--- src/rtl/button_conditioner.sv ---
// button_conditioner: synchronise, debounce and pulse-convert the seven board keys.
// Define BUTTON_AUTOREPEAT_EN to add hold-to-repeat on the four direction keys.
module button_conditioner #(
    parameter int DEBOUNCE_CYCLES = 500000,
    parameter int REPEAT_DELAY    = 25000000,
    parameter int REPEAT_PERIOD   = 5000000,
    parameter bit ACTIVE_LOW_IN   = 1
) (
    input  logic       clk,
    input  logic       reset,
    input  logic [6:0] key_raw,
    output logic       up_button,
    output logic       down_button,
    output logic       left_button,
    output logic       right_button,
    output logic       start_button,
    output logic       a_button,
    output logic       b_button,
    output logic [6:0] held
);
    localparam int CW = $clog2(DEBOUNCE_CYCLES);
`ifdef BUTTON_AUTOREPEAT_EN
    localparam int RW = $clog2(REPEAT_DELAY > REPEAT_PERIOD ? REPEAT_DELAY : REPEAT_PERIOD);
    typedef enum logic [1:0] {IDLE, DELAY, REPEAT} rpt_state_t;
`endif
    logic [6:0] pulse;
    if (DEBOUNCE_CYCLES < 2 || REPEAT_DELAY < 2 || REPEAT_PERIOD < 2) begin : g_bad_param
        $error("button_conditioner: cycle parameters must be >= 2");
    end
    for (genvar k = 0; k < 7; k++) begin : g_key
        logic p, s1, s, h, pls, match, h_nx, press_nx, rpt_nx;
        logic [CW-1:0] cnt, cnt_nx;
        assign p = ACTIVE_LOW_IN ? ~key_raw[k] : key_raw[k];
        always_comb begin
            match    = cnt == CW'(DEBOUNCE_CYCLES - 1);
            h_nx     = (s != h && match) ? s : h;
            cnt_nx   = (s == h || match) ? '0 : cnt + 1'b1;
            press_nx = s && !h && match;
        end
        // The pulse flop is loaded alongside the 0->1 update of held.
        always_ff @(posedge clk or negedge reset) begin
            if (!reset) begin
                s1  <= 1'b0;
                s   <= 1'b0;
                h   <= 1'b0;
                cnt <= '0;
                pls <= 1'b0;
            end else begin
                s1  <= p;
                s   <= s1;
                h   <= h_nx;
                cnt <= cnt_nx;
                pls <= press_nx | rpt_nx;
            end
        end
        assign held[k]  = h;
        assign pulse[k] = pls;
`ifdef BUTTON_AUTOREPEAT_EN
        if (k < 4) begin : g_rpt
            rpt_state_t st, st_nx;
            logic [RW-1:0] rcnt, rcnt_nx;
            // Looking at next-cycle held lets release cancel a repeat landing on the same edge.
            always_comb begin
                st_nx   = st;
                rcnt_nx = rcnt + 1'b1;
                rpt_nx  = 1'b0;
                if (!h_nx) begin
                    st_nx   = IDLE;
                    rcnt_nx = '0;
                end else if (press_nx) begin
                    st_nx   = DELAY;
                    rcnt_nx = '0;
                end else if (st == IDLE) begin
                    rcnt_nx = '0;
                end else if (st == DELAY && rcnt == RW'(REPEAT_DELAY - 1)) begin
                    st_nx   = REPEAT;
                    rcnt_nx = '0;
                    rpt_nx  = 1'b1;
                end else if (st == REPEAT && rcnt == RW'(REPEAT_PERIOD - 1)) begin
                    rcnt_nx = '0;
                    rpt_nx  = 1'b1;
                end
            end
            always_ff @(posedge clk or negedge reset) begin
                if (!reset) begin
                    st   <= IDLE;
                    rcnt <= '0;
                end else begin
                    st   <= st_nx;
                    rcnt <= rcnt_nx;
                end
            end
        end else begin : g_norpt
            assign rpt_nx = 1'b0;
        end
`else
        assign rpt_nx = 1'b0;
`endif
    end
    assign {b_button, a_button, start_button, right_button, left_button, down_button, up_button} = pulse;
endmodule

--- config.mk ---
export PLATFORM = sky130hd
export DESIGN_NAME = button_conditioner
export DESIGN_NICKNAME = d
export VERILOG_FILES = /design/src/rtl/button_conditioner.sv
export SDC_FILE = /design/constraint.sdc
export NUM_CORES = 1
export LEC_CHECK = 0
export CAP_MARGIN = 10
export CORE_MARGIN = 4
export CORE_UTILIZATION = 50
export DETAILED_ROUTE_END_ITERATION = 8
export DONT_BUFFER_PORTS = 1
export MAX_ROUTING_LAYER = met4
export PLACE_DENSITY = 0.68
export SYNTH_ARGS = -nofsm -noshare
export SYNTH_HDL_FRONTEND = slang
export SYNTH_SLANG_ARGS = --single-unit
--- constraint.sdc ---
create_clock -name clk -period 2.1 [get_ports clk]
set_input_delay 0.42 -clock clk [delete_from_list [all_inputs] [get_ports clk]]
set_output_delay 0.42 -clock clk [all_outputs]
set_load 0.1 [all_outputs]
==> key figures, run 1 <==
Worst setup path
  – Startpoint class of the critical path: flip-flop
  – CP Max Fanout: 3
  – Required arrival time at the worst endpoint: 2.40 ns
  – Endpoint class of the critical path: flip-flop
  – Arrival time of the worst setup path: 2.39 ns
  – Start-to-end type of the worst setup path: reg2reg

Finish
  – Share of cells above drive strength 1: 14.9%
  – Final Util: 59.8%
  – Ant. Diodes: 0
  – NumNets Final: 857
  – Final cell count without fillers: 1035
  – Layout overhead on the synthesized area: 17.3%

Route
  – Total routed wirelength: 14.5 mm
  – Number of violations reported at the end of detailed-routing iteration 0: 284
  – Final routed DRC violation total: 0
  – Post-route ant nets: 0
  – Number of search-and-repair iterations in the first detailed-routing pass: 4
  – Number of vias per cell: 5.51
  – Average detailed-routed wire length per instance: 14.0 microns
  – Detailed-route via count: 5698

Timing
  – Worst rel slew slack: 50.8%
  – Final worst path period need: 2.09 ns
  – Maximum clock rate: 0.479 GHz
  – RSZ-0062 raised after global routing: yes
  – Post-Route Hold Slack: -0.313 ns
  – Fin crit share: 99.5%
  – Post-route setup TNS: 0 ns
  – Setup violation total in the final timing report: 0
  – Number of slew-limit violations in the final report: 0
  – Setup slack of the critical path after layout: 0.0111 ns
  – Number of endpoints with negative hold slack in the final report: 161
  – Skew final: 0.00923 ns
  – Transition time at the pin with the least slew margin: 0.731 ns

Global route
  – Met1 capacity usage during global routing: 22.4%
  – Met3 track utilization from global routing: 4.24%
  – First-pass GRT wire length: 26.0 mm
  – Global Route met2 Usage: 30.2%
  – Total congestion overflow: 0
  – GR peak layer: met2
  – Via count of the first global-routing pass: 5754
  – Initial antenna violation count: 0
  – Maximum number of pins on one net before global-route repair: 162
  – All-Layer GR Usage: 18.2%

Floorplan
  – Core area: 15100 sq um
  – Overall die width: 132 microns
  – Initial core utilization: 51.0%
  – Die area: 17500 sq um
  – Number of placement rows: 45
  – IO Count: 23
  – Vertical die dimension: 132 microns

Synth
  – Post-synthesis mux area share: 1.15%
  – Synth Area in XOR/XNOR: 11.1%
  – Synthesis Warnings: 0
  – Share of flip-flops with an asynchronous set or reset after synthesis: 100%
  – Gate Count Post-Synth: 765
  – Synth Flop Type: sky130_fd_sc_hd__dfrtp_1
  – Mapped Nets: 788
  – Most area-hungry cell type in the Yosys netlist: sky130_fd_sc_hd__dfrtp_1
  – Most common cell in the netlist: sky130_fd_sc_hd__dfrtp_1
  – Fraction of the mapped netlist area in adder cells: 2.27%
  – Cells taking the most area after synthesis: sky130_fd_sc_hd__dfrtp_1 (52%), sky130_fd_sc_hd__xnor2_1 (8.5%), sky130_fd_sc_hd__nor2_1 (6.3%)
  – Most frequent cells after synthesis: sky130_fd_sc_hd__dfrtp_1 (161), sky130_fd_sc_hd__nor2_1 (130), sky130_fd_sc_hd__xnor2_1 (75), sky130_fd_sc_hd__nand3_1 (49), sky130_fd_sc_hd__inv_1 (48)
  – Part of the Yosys area used for sequential elements: 52.2%
  – Post-synthesis instance area: 7720 sq um
  – Number of flops mapped to enable cells by yosys: 0
  – Count of different cell masters after synthesis: 43
  – Dominant combinational cell family by area after synthesis: simple AND/OR/NAND/NOR gates
  – Share of the synthesized area in the top cell type: 52.2%
  – Flops & latches, synth: 161
  – Syn Area/Cell: 10.1 sq um
  – Post-synthesis share of cell area spent on and, or, nand and nor gates: 25.1%
  – Area fraction in compound gates after synthesis: 4.36%

Min path
  – Hold Path Class: in2async

CTS
  – Clk buf depth: 2
  – CTS tree: done
  – Clock buffers created by TritonCTS: 17
  – Clock root buffer: sky130_fd_sc_hd__clkbuf_16
  – Total number of clock tree sinks: 161
  – Register clock-pin slew on the reported worst setup and hold paths: 0.06 ns
  – Latest clock arrival within the worst-skew pair: 0.42 ns
  – Deepest level of the CTS H-tree: 4

Placement
  – DP Cell Count: 1000
  – Final weighted congestion in routability-driven placement: 0.862
  – Worst setup slack before clock tree synthesis: -0.0390 ns
  – HPWL Detailed: 9.74 mm
  – Number of port buffers: 0

Power and ir drop
  – Share of total power in the clock network: 49.4%
  – Cell leakage power: 3.72 nW
  – IR drop worst, VDD: 606 uV
  – Combinational share of power: 2.3%
  – Switching power of the nets: 1.30 mW
  – Part of the total power dissipated in sequential elements: 48.3%
  – P_int: 5.30 mW
  – PnR Total Power: 6.61 mW
  – Net switching fraction of the power: 19.7%
  – Total power density per cell area: 730 nW/um^2

Outcome
  – Violations in the final reports: negative hold slack
  – Result of the run: finished, violations left

Run
  – Max-cap check violation count: 0
[logic make-up after synthesis]
family          count (synthesis)
compound gates                 49
xor+xnor                       98
fa+ha+maj                      14
buf+inv                        64
flops                         161
mux                             8
simple gates                  371
[placed cells by master, fill, tap and decap left out, types with 10 or more instances in the layout]
master	netlist	final
sky130_fd_sc_hd__nand4_1	36	36
sky130_fd_sc_hd__a21oi_1	21	21
sky130_fd_sc_hd__xor2_1	23	23
sky130_fd_sc_hd__or3_1	10	10
sky130_fd_sc_hd__buf_4	7	62
sky130_fd_sc_hd__dfrtp_1	161	161
sky130_fd_sc_hd__ha_1	14	14
sky130_fd_sc_hd__nand2_1	29	29
sky130_fd_sc_hd__xnor2_1	75	75
sky130_fd_sc_hd__clkbuf_16	0	17
sky130_fd_sc_hd__o21ai_0	11	11
sky130_fd_sc_hd__or4_1	11	11
sky130_fd_sc_hd__inv_1	48	48
sky130_fd_sc_hd__nor3_1	33	32
sky130_fd_sc_hd__nand3_1	49	49
sky130_fd_sc_hd__nor4_1	31	31
sky130_fd_sc_hd__nor2_1	130	130
[what timing repair did]
action / 4_1_cts / 5_1_grt
gates cloned: 0 / 0
endpoints found under the hold margin: 161 / 161
pin swaps: 2 / 2
buffers inserted: 0 / 3
endpoints found under the setup margin: 2 / 4
resized for setup: 2 / 6
[through the flow]
step	hold WS, ns	cell area [sq um]
CTS	-0.329	9000
floorplan	0.124	7720
detailed placement	0.130	8360
finish	-0.313	9050
global placement	0.131	8360
global route	-0.334	9050
[routing by layer]
metal  share of wire [%]  wire length (microns)  vias up
li1                    -                      -     2803
met1                  45                   6570     2773
met2                  50                   7260      105
met3                 3.3                    483       17
met4                 1.4                    199        0
met5                   0                      0        -
[worst paths after layout]
| check | start | to | slack (ns) | depth (start not counted) |
|---|---|---|---|---|
| max reg2reg | g_key[2].cnt[7] | g_key[2].h | 0.01 | 4 |
| min reg2reg | g_key[1].s1 | g_key[1].s | 0.35 | 0 |
| min | reset | g_key[2].cnt[18] | -0.31 | 0 |
| max | g_key[2].cnt[7] | g_key[2].h | 0.01 | 4 |
| min in group clk | key_raw[6] | g_key[6].s1 | 0.05 | 1 |
| max in group asynchronous | reset | g_key[1].s1 | 2.10 | 0 |
[critical path: stages, from the launching register on]
cell	delay, ns
sky130_fd_sc_hd__dfrtp_1	0.39
sky130_fd_sc_hd__or4b_1	0.53
sky130_fd_sc_hd__or4_4	0.59
sky130_fd_sc_hd__nor3_4	0.14
sky130_fd_sc_hd__mux2_4	0.31
[registers in the layout, summed over array words and instances (netlist names)]
| signal | cells |
|---|---|
| g_key.h | 7 |
| a_button | 1 |
| g_key.cnt | 133 |
| up_button | 1 |
| left_button | 1 |
| right_button | 1 |
| b_button | 1 |
| g_key.s1 | 7 |
| down_button | 1 |
| g_key.s | 7 |
| start_button | 1 |
[layout make-up]
cell class	count	area, sq um
clock buffers	23	478
clock inverters	9	154
fillers	1220	6090
inverters	48	180
multi-input cells	540	3430
flip-flops and latches	161	4030
well taps	188	235
repair buffers	66	546
[power by group through the flow]
stage	logic [mW]	registers, mW	clock network, mW
after floorplan	0.112	3.24	0
after global placement	0.147	3.24	0
after detailed placement	0.152	3.24	0
after CTS	0.155	3.19	3.35
after global routing	0.177	3.19	3.48
final	0.152	3.19	3.26
Power figures use the tool's default switching activity.
==> inputs of run 2 (changes only) <==
--- a/config.mk
+++ b/config.mk
@@ -15,3 +15,4 @@
 export SYNTH_ARGS = -nofsm -noshare
 export SYNTH_HDL_FRONTEND = slang
 export SYNTH_SLANG_ARGS = --single-unit
+export TNS_END_PERCENT = 20
==> constraint.sdc (replaced) <==
create_clock -name clk -period 2.1 [get_ports clk]
set_input_delay 0.21 -clock clk [delete_from_list [all_inputs] [get_ports clk]]
set_output_delay 0.21 -clock clk [all_outputs]
set_load 0.1 [all_outputs]
==> run 2 against run 1 <==
The run still ends with negative hold slack left. Critical path type unchanged. Power is 0.15% higher. Worst hold slack lost 0.21 ns. Largest power group unchanged. Sequential share of layout area fell by 0.10 points.
==> key figures, run 2 (synthesis results as in run 1) <==
Outcome
  – Result of the run: finished, violations left
  – Violations in the final reports: negative hold slack

Timing
  – Skew final: 0.00885 ns (-0.000383 ns)
  – Number of endpoints with negative hold slack in the final report: 161 (unchanged)
  – RSZ-0062 raised after global routing: yes
  – Number of slew-limit violations in the final report: 0 (unchanged)
  – Worst rel slew slack: 51.0% (+0.16 points)
  – Final worst path period need: 2.08 ns (-0.00421 ns)
  – Post-Route Hold Slack: -0.522 ns (-0.209 ns)
  – Maximum clock rate: 0.480 GHz (+0.20%)
  – Fin crit share: 99.3% (-0.20 points)
  – Transition time at the pin with the least slew margin: 0.728 ns (-0.00239 ns)
  – Setup violation total in the final timing report: 0 (unchanged)

Finish
  – Area occupied by multi-input gates: 3410 sq um (-0.77%)
  – Final cell count without fillers: 1039 (+0.39%)
  – Ant. Diodes: 0 (unchanged)
  – Commonest non-fill, non-tap cell in the layout: sky130_fd_sc_hd__dfrtp_1
  – Sequential Area: 4030 sq um (unchanged)
  – NumNets Final: 861 (+0.47%)
  – Largest register by flop count: g_key.cnt
  – Layout filler cell count: 1218 (-0.16%)
  – Number of flip-flops under the largest register name: 133 (unchanged)
  – Commonest cells after routing, fill and taps aside: sky130_fd_sc_hd__dfrtp_1 (161), sky130_fd_sc_hd__nor2_1 (130), sky130_fd_sc_hd__xnor2_1 (75)
  – Layout overhead on the synthesized area: 17.5%
  – Share of cells above drive strength 1: 14.3% (-0.54 points)

Route
  – Average detailed-routed wire length per instance: 14.0 microns (-0.39%)
  – Number of violations reported at the end of detailed-routing iteration 0: 323 (+14%)
  – Number of vias per cell: 5.50 (-0.11%)
  – Total routed wirelength: 14.5 mm (about the same)
  – Post-route ant nets: 0 (unchanged)
  – Number of search-and-repair iterations in the first detailed-routing pass: 5 (+1)
  – Final routed DRC violation total: 0 (unchanged)
  – Detailed-route via count: 5714 (+0.28%)

Min path
  – Hold Path Class: in2async

Worst setup path
  – Startpoint class of the critical path: flip-flop
  – Arrival time of the worst setup path: 2.39 ns (about the same)
  – Endpoint class of the critical path: flip-flop
  – Start-to-end type of the worst setup path: reg2reg
  – CP Max Fanout: 4 (+1)
  – Required arrival time at the worst endpoint: 2.40 ns (about the same)

Floorplan
  – Initial core utilization: 51.0% (unchanged)
  – Number of placement rows: 45 (unchanged)
  – Overall die width: 132 microns (unchanged)
  – Core area: 15100 sq um (unchanged)
  – IO Count: 23 (unchanged)
  – Vertical die dimension: 132 microns (unchanged)
  – Die area: 17500 sq um (unchanged)

CTS
  – Total number of clock tree sinks: 161 (unchanged)
  – Clock root buffer: sky130_fd_sc_hd__clkbuf_16
  – Deepest level of the CTS H-tree: 4 (unchanged)
  – Count of hold buffers inserted by post-cts repair: 7
  – Latest clock arrival within the worst-skew pair: 0.42 ns (about the same)
  – Register clock-pin slew on the reported worst setup and hold paths: 0.06 ns (about the same)
  – Clock buffers created by TritonCTS: 17 (unchanged)
  – CTS tree: done
  – Number of buffers added for setup after CTS: 0 (unchanged)
  – Clk buf depth: 2 (unchanged)

Power and ir drop
  – Total power density per cell area: 729 nW/um^2 (about the same)
  – IR drop worst, VDD: 606 uV (+0.11%)
  – PnR Total Power: 6.62 mW (+0.15%)
  – Cell leakage power: 3.71 nW (-0.30%)

Global route
  – Maximum number of pins on one net before global-route repair: 162 (unchanged)
  – Via count of the first global-routing pass: 5777 (+0.40%)
  – Initial antenna violation count: 0 (unchanged)
  – First-pass GRT wire length: 26.1 mm (+0.42%)
  – All-Layer GR Usage: 18.3% (+0.084 points)
  – Total congestion overflow: 0 (unchanged)

Placement
  – DP Cell Count: 1000 (unchanged)
  – Number of port buffers: 0 (unchanged)
  – HPWL Detailed: 9.74 mm (unchanged)
  – Final weighted congestion in routability-driven placement: 0.862 (unchanged)

Run
  – Max-cap check violation count: 0 (unchanged)
-- run 2: cell type report --
type | instances | share of cell area [%]
Multi-Input combinational cell | 540 | 37.5
Sequential cell | 161 | 44.4
Timing Repair Buffer | 70 | 6.54
Clock inverter | 9 | 1.70
Clock buffer | 23 | 5.27
Inverter | 48 | 1.99
Tap cell | 188 | 2.59
-- run 2: critical path, stage by stage, from the launching register on --
cell,delay [ns]
sky130_fd_sc_hd__dfrtp_1,0.40
sky130_fd_sc_hd__or3b_2,0.49
sky130_fd_sc_hd__or4_4,0.60
sky130_fd_sc_hd__nor3_4,0.14
sky130_fd_sc_hd__mux2_2,0.35
-- run 2: worst paths after layout --
path	slack (ns)	endpoint	start	depth (start not counted)
hold reg to reg	0.35	g_key[0].s	g_key[0].s1	0
setup / recovery	0.02	g_key[0].h	g_key[0].cnt[14]	4
hold / removal	-0.52	g_key[2].cnt[12]	reset	0
max in group asynchronous	2.37	g_key[3].cnt[9]	reset	0
setup reg to reg	0.02	g_key[0].h	g_key[0].cnt[14]	4
min in group clk	0.35	g_key[0].s	g_key[0].s1	0
-- run 2: routing by layer --
layer	GRT usage (%)	up-vias	share of wire [%]
met5	-	-	0
met3	4.24	19	3.4
met4	5.43	0	1.4
met2	30.5	103	50
li1	-	2811	-
met1	22.4	2781	45
-- run 2: metrics by stage --
stage               setup slack (ns)  TNS [ns]  util (%)  hold WS (ns)  instance area (sq um)
floorplan                     0.0114         0         -       -0.0856                   7720
global placement              0.0202         0      55.2       -0.0791                   8360
detailed placement           -0.0390   -0.0390      55.2       -0.0798                   8360
CTS                          0.00321         0      59.9        -0.539                   9070
global route                 -0.0558    -0.183      59.9        -0.544                   9070
finish                        0.0153         0      59.9        -0.522                   9070
-- run 2: power by group --
part	internal (mW)	switching, mW
sequential	3.15	0.0391
combinational	0.0767	0.0854
clock	2.08	1.18
-- run 2: what timing repair did --
action,4_1_cts,5_1_grt
setup endpoints to repair,2,4
endpoints found under the hold margin,168,161
resized for setup,2,0
pin swaps,2,0
==> inputs of run 3 (changes only) <==
--- a/config.mk
+++ b/config.mk
@@ -5,13 +5,14 @@
 export SDC_FILE = /design/constraint.sdc
 export NUM_CORES = 1
 export LEC_CHECK = 0
+export ABC_CLOCK_PERIOD_IN_PS = 2100
+export BUFFER_PORTS_ARGS = -buffer_cell sky130_fd_sc_hd__buf_2
 export CAP_MARGIN = 10
 export CORE_MARGIN = 4
-export CORE_UTILIZATION = 50
+export CORE_UTILIZATION = 35
 export DETAILED_ROUTE_END_ITERATION = 8
-export DONT_BUFFER_PORTS = 1
 export MAX_ROUTING_LAYER = met4
-export PLACE_DENSITY = 0.68
+export PLACE_DENSITY = 0.52
 export SYNTH_ARGS = -nofsm -noshare
 export SYNTH_HDL_FRONTEND = slang
 export SYNTH_SLANG_ARGS = --single-unit
==> run 3 against run 2 <==
Routed wire length rose by 1.5%. Clock power fell by 5%. Sequential power barely moved. Sequential share of layout area fell by 1.2 points. Die area rose by 40%. Critical path depth did not move. The flow now finishes without violations. Register-to-register slack improved by 0.02 ns. Power fell by 1.4%.
==> key figures, run 3 (synthesis results as in run 1) <==
Timing
  – Maximum clock rate: 0.484 GHz (+0.97%)
  – Final worst path period need: 2.06 ns (-0.0199 ns)
  – Skew final: 0.00880 ns (-0.0000472 ns)
  – Number of slew-limit violations in the final report: 0 (unchanged)
  – RSZ-0062 raised after global routing: yes
  – Number of endpoints with negative hold slack in the final report: 0 (-100%)
  – Post-Route Hold Slack: 0.285 ns (+0.807 ns)
  – Fin crit share: 98.3% (-0.95 points)
  – Worst rel slew slack: 67.0% (+16 points)
  – Setup violation total in the final timing report: 0 (unchanged)
  – Transition time at the pin with the least slew margin: 0.499 ns (-0.229 ns)

Floorplan
  – Vertical die dimension: 157 microns (+18%)
  – Die area: 24500 sq um (+40%)
  – Overall die width: 157 microns (+18%)
  – Core area: 21800 sq um (+44%)
  – IO Count: 23 (unchanged)
  – Number of placement rows: 54 (+20%)
  – Initial core utilization: 35.5% (-15 points)

Min path
  – Hold Path Class: in2async

Finish
  – Final Util: 42.9% (-17 points)
  – NumNets Final: 887 (+3.0%)
  – Commonest cells after routing, fill and taps aside: sky130_fd_sc_hd__dfrtp_1 (161), sky130_fd_sc_hd__nor2_1 (130), sky130_fd_sc_hd__xnor2_1 (75)
  – Ant. Diodes: 0 (unchanged)
  – Largest register by flop count: g_key.cnt
  – Number of flip-flops under the largest register name: 133 (unchanged)
  – Commonest non-fill, non-tap cell in the layout: sky130_fd_sc_hd__dfrtp_1
  – Layout overhead on the synthesized area: 20.8%
  – Layout filler cell count: 2169 (+78%)
  – Share of cells above drive strength 1: 16.6% (+2.3 points)

CTS
  – Deepest level of the CTS H-tree: 4 (unchanged)
  – Clock root buffer: sky130_fd_sc_hd__clkbuf_16
  – Register clock-pin slew on the reported worst setup and hold paths: 0.06 ns (about the same)
  – Number of buffers added for setup after CTS: 0 (unchanged)
  – Latest clock arrival within the worst-skew pair: 0.41 ns (about the same)
  – Clock buffers created by TritonCTS: 17 (unchanged)
  – CTS tree: done
  – Clk buf depth: 2 (unchanged)
  – Total number of clock tree sinks: 161 (unchanged)

Route
  – Number of violations reported at the end of detailed-routing iteration 0: 208 (-36%)
  – Detailed-route via count: 5625 (-1.6%)
  – Post-route ant nets: 0 (unchanged)
  – Final routed DRC violation total: 0 (unchanged)
  – Number of search-and-repair iterations in the first detailed-routing pass: 4 (-1)
  – Number of vias per cell: 4.86 (-12%)
  – Average detailed-routed wire length per instance: 12.7 microns (-8.9%)
  – Total routed wirelength: 14.7 mm (+1.5%)

Worst setup path
  – Endpoint class of the critical path: flip-flop
  – CP Max Fanout: 3 (-1)
  – RR Startpoint: g_key[2].cnt[11]
  – Start-to-end type of the worst setup path: reg2reg
  – Startpoint class of the critical path: flip-flop
  – Required arrival time at the worst endpoint: 2.40 ns (about the same)
  – Arrival time of the worst setup path: 2.36 ns (-0.03 ns)
  – Worst setup path startpoint: g_key[2].cnt[11]

Global route
  – Via count of the first global-routing pass: 5729 (-0.83%)
  – All-Layer GR Usage: 13.3% (-5.0 points)
  – Maximum number of pins on one net before global-route repair: 46 (-72%)
  – Total congestion overflow: 0 (unchanged)
  – Initial antenna violation count: 0 (unchanged)
  – First-pass GRT wire length: 26.5 mm (+1.4%)

Power and ir drop
  – IR drop worst, VDD: 619 uV (+2.2%)
  – Total power density per cell area: 699 nW/um^2 (-4.1%)
  – Cell leakage power: 3.84 nW (+3.3%)

Placement
  – HPWL Detailed: 10.2 mm (+5.0%)
  – Final weighted congestion in routability-driven placement: 0.788 (-8.5%)
  – Number of port buffers: 22 (+22)

Outcome
  – Result of the run: completed

Run
  – Max-cap check violation count: 0 (unchanged)
run 3: cell types whose count changed in the layout (fill, tap and decap cells not counted), sizes merged:
cell	previous run	this run
buf	63	88
bufinv	4	3
clkbuf	23	22
clkinv	3	6
clkinvlp	2	1
dlygate4sd3	7	8
run 3: layout make-up:
type                    instances  area, sq um  share of cell area [%]
clock buffers                  22          454                    4.87
flip-flops and latches        161         4030                    43.2
clock inverters                10          135                    1.45
well taps                     280          350                    3.76
multi-input cells             540         3410                    36.5
inverters                      48          180                    1.93
repair buffers                 96          771                    8.26
run 3: critical path: stages, from the launching register on:
cell and delay [ns]:
sky130_fd_sc_hd__dfrtp_1 0.37, sky130_fd_sc_hd__or4b_1 0.52, sky130_fd_sc_hd__or4_4 0.60, sky130_fd_sc_hd__nor3_4 0.15
sky130_fd_sc_hd__mux2_4 0.31
run 3: where the power goes:
part,switching (mW),total [mW],internal [mW],leakage (nW)
logic,0.148,0.242,0.0944,1.35
clock network,1.20,3.10,1.90,0.288
registers,0.0378,3.19,3.15,2.20
run 3: timing repair:
item,4_1_cts,5_1_grt
setup endpoints to repair,1,21
pin swaps,0,2
endpoints found under the hold margin,48,0
gates resized for setup,1,3
hold buffers,8,0
run 3: layer usage:
layer  share of wire (%)  up-vias  track usage [%]  wire length [microns]
met5                   0        -                -                      0
met4                 1.1        0             3.72                    160
met1                  49     2714             17.1                   7270
met3                 2.4       12             2.88                    349
met2                  47       41             21.3                   6960
li1                    -     2858                -                      -
run 3: final timing paths:
path / to / slack [ns] / cells past startpoint
max: g_key[2].h / 0.04 / 4
min: g_key[3].s1 / 0.29 / 2
max reg2reg: g_key[2].h / 0.04 / 4
min reg2reg: g_key[6].s / 0.35 / 0
max in group asynchronous: g_key[1].cnt[15] / 1.19 / 3
min in group clk: g_key[6].s / 0.35 / 0
run 3: through the flow:
stage	TNS (ns)	cell area (sq um)	cells	total power, mW	worst slack (ns)
after detailed placement	-0.0204	8640	1117	3.49	-0.0204
after global routing	-0.215	9330	1157	6.83	-0.0283
final	0	9330	1157	6.52	0.0353
after floorplan	0	7720	765	3.35	0.0114
after CTS	0	9320	1157	6.64	0.00231
after global placement	0	8640	1117	3.48	0.0279
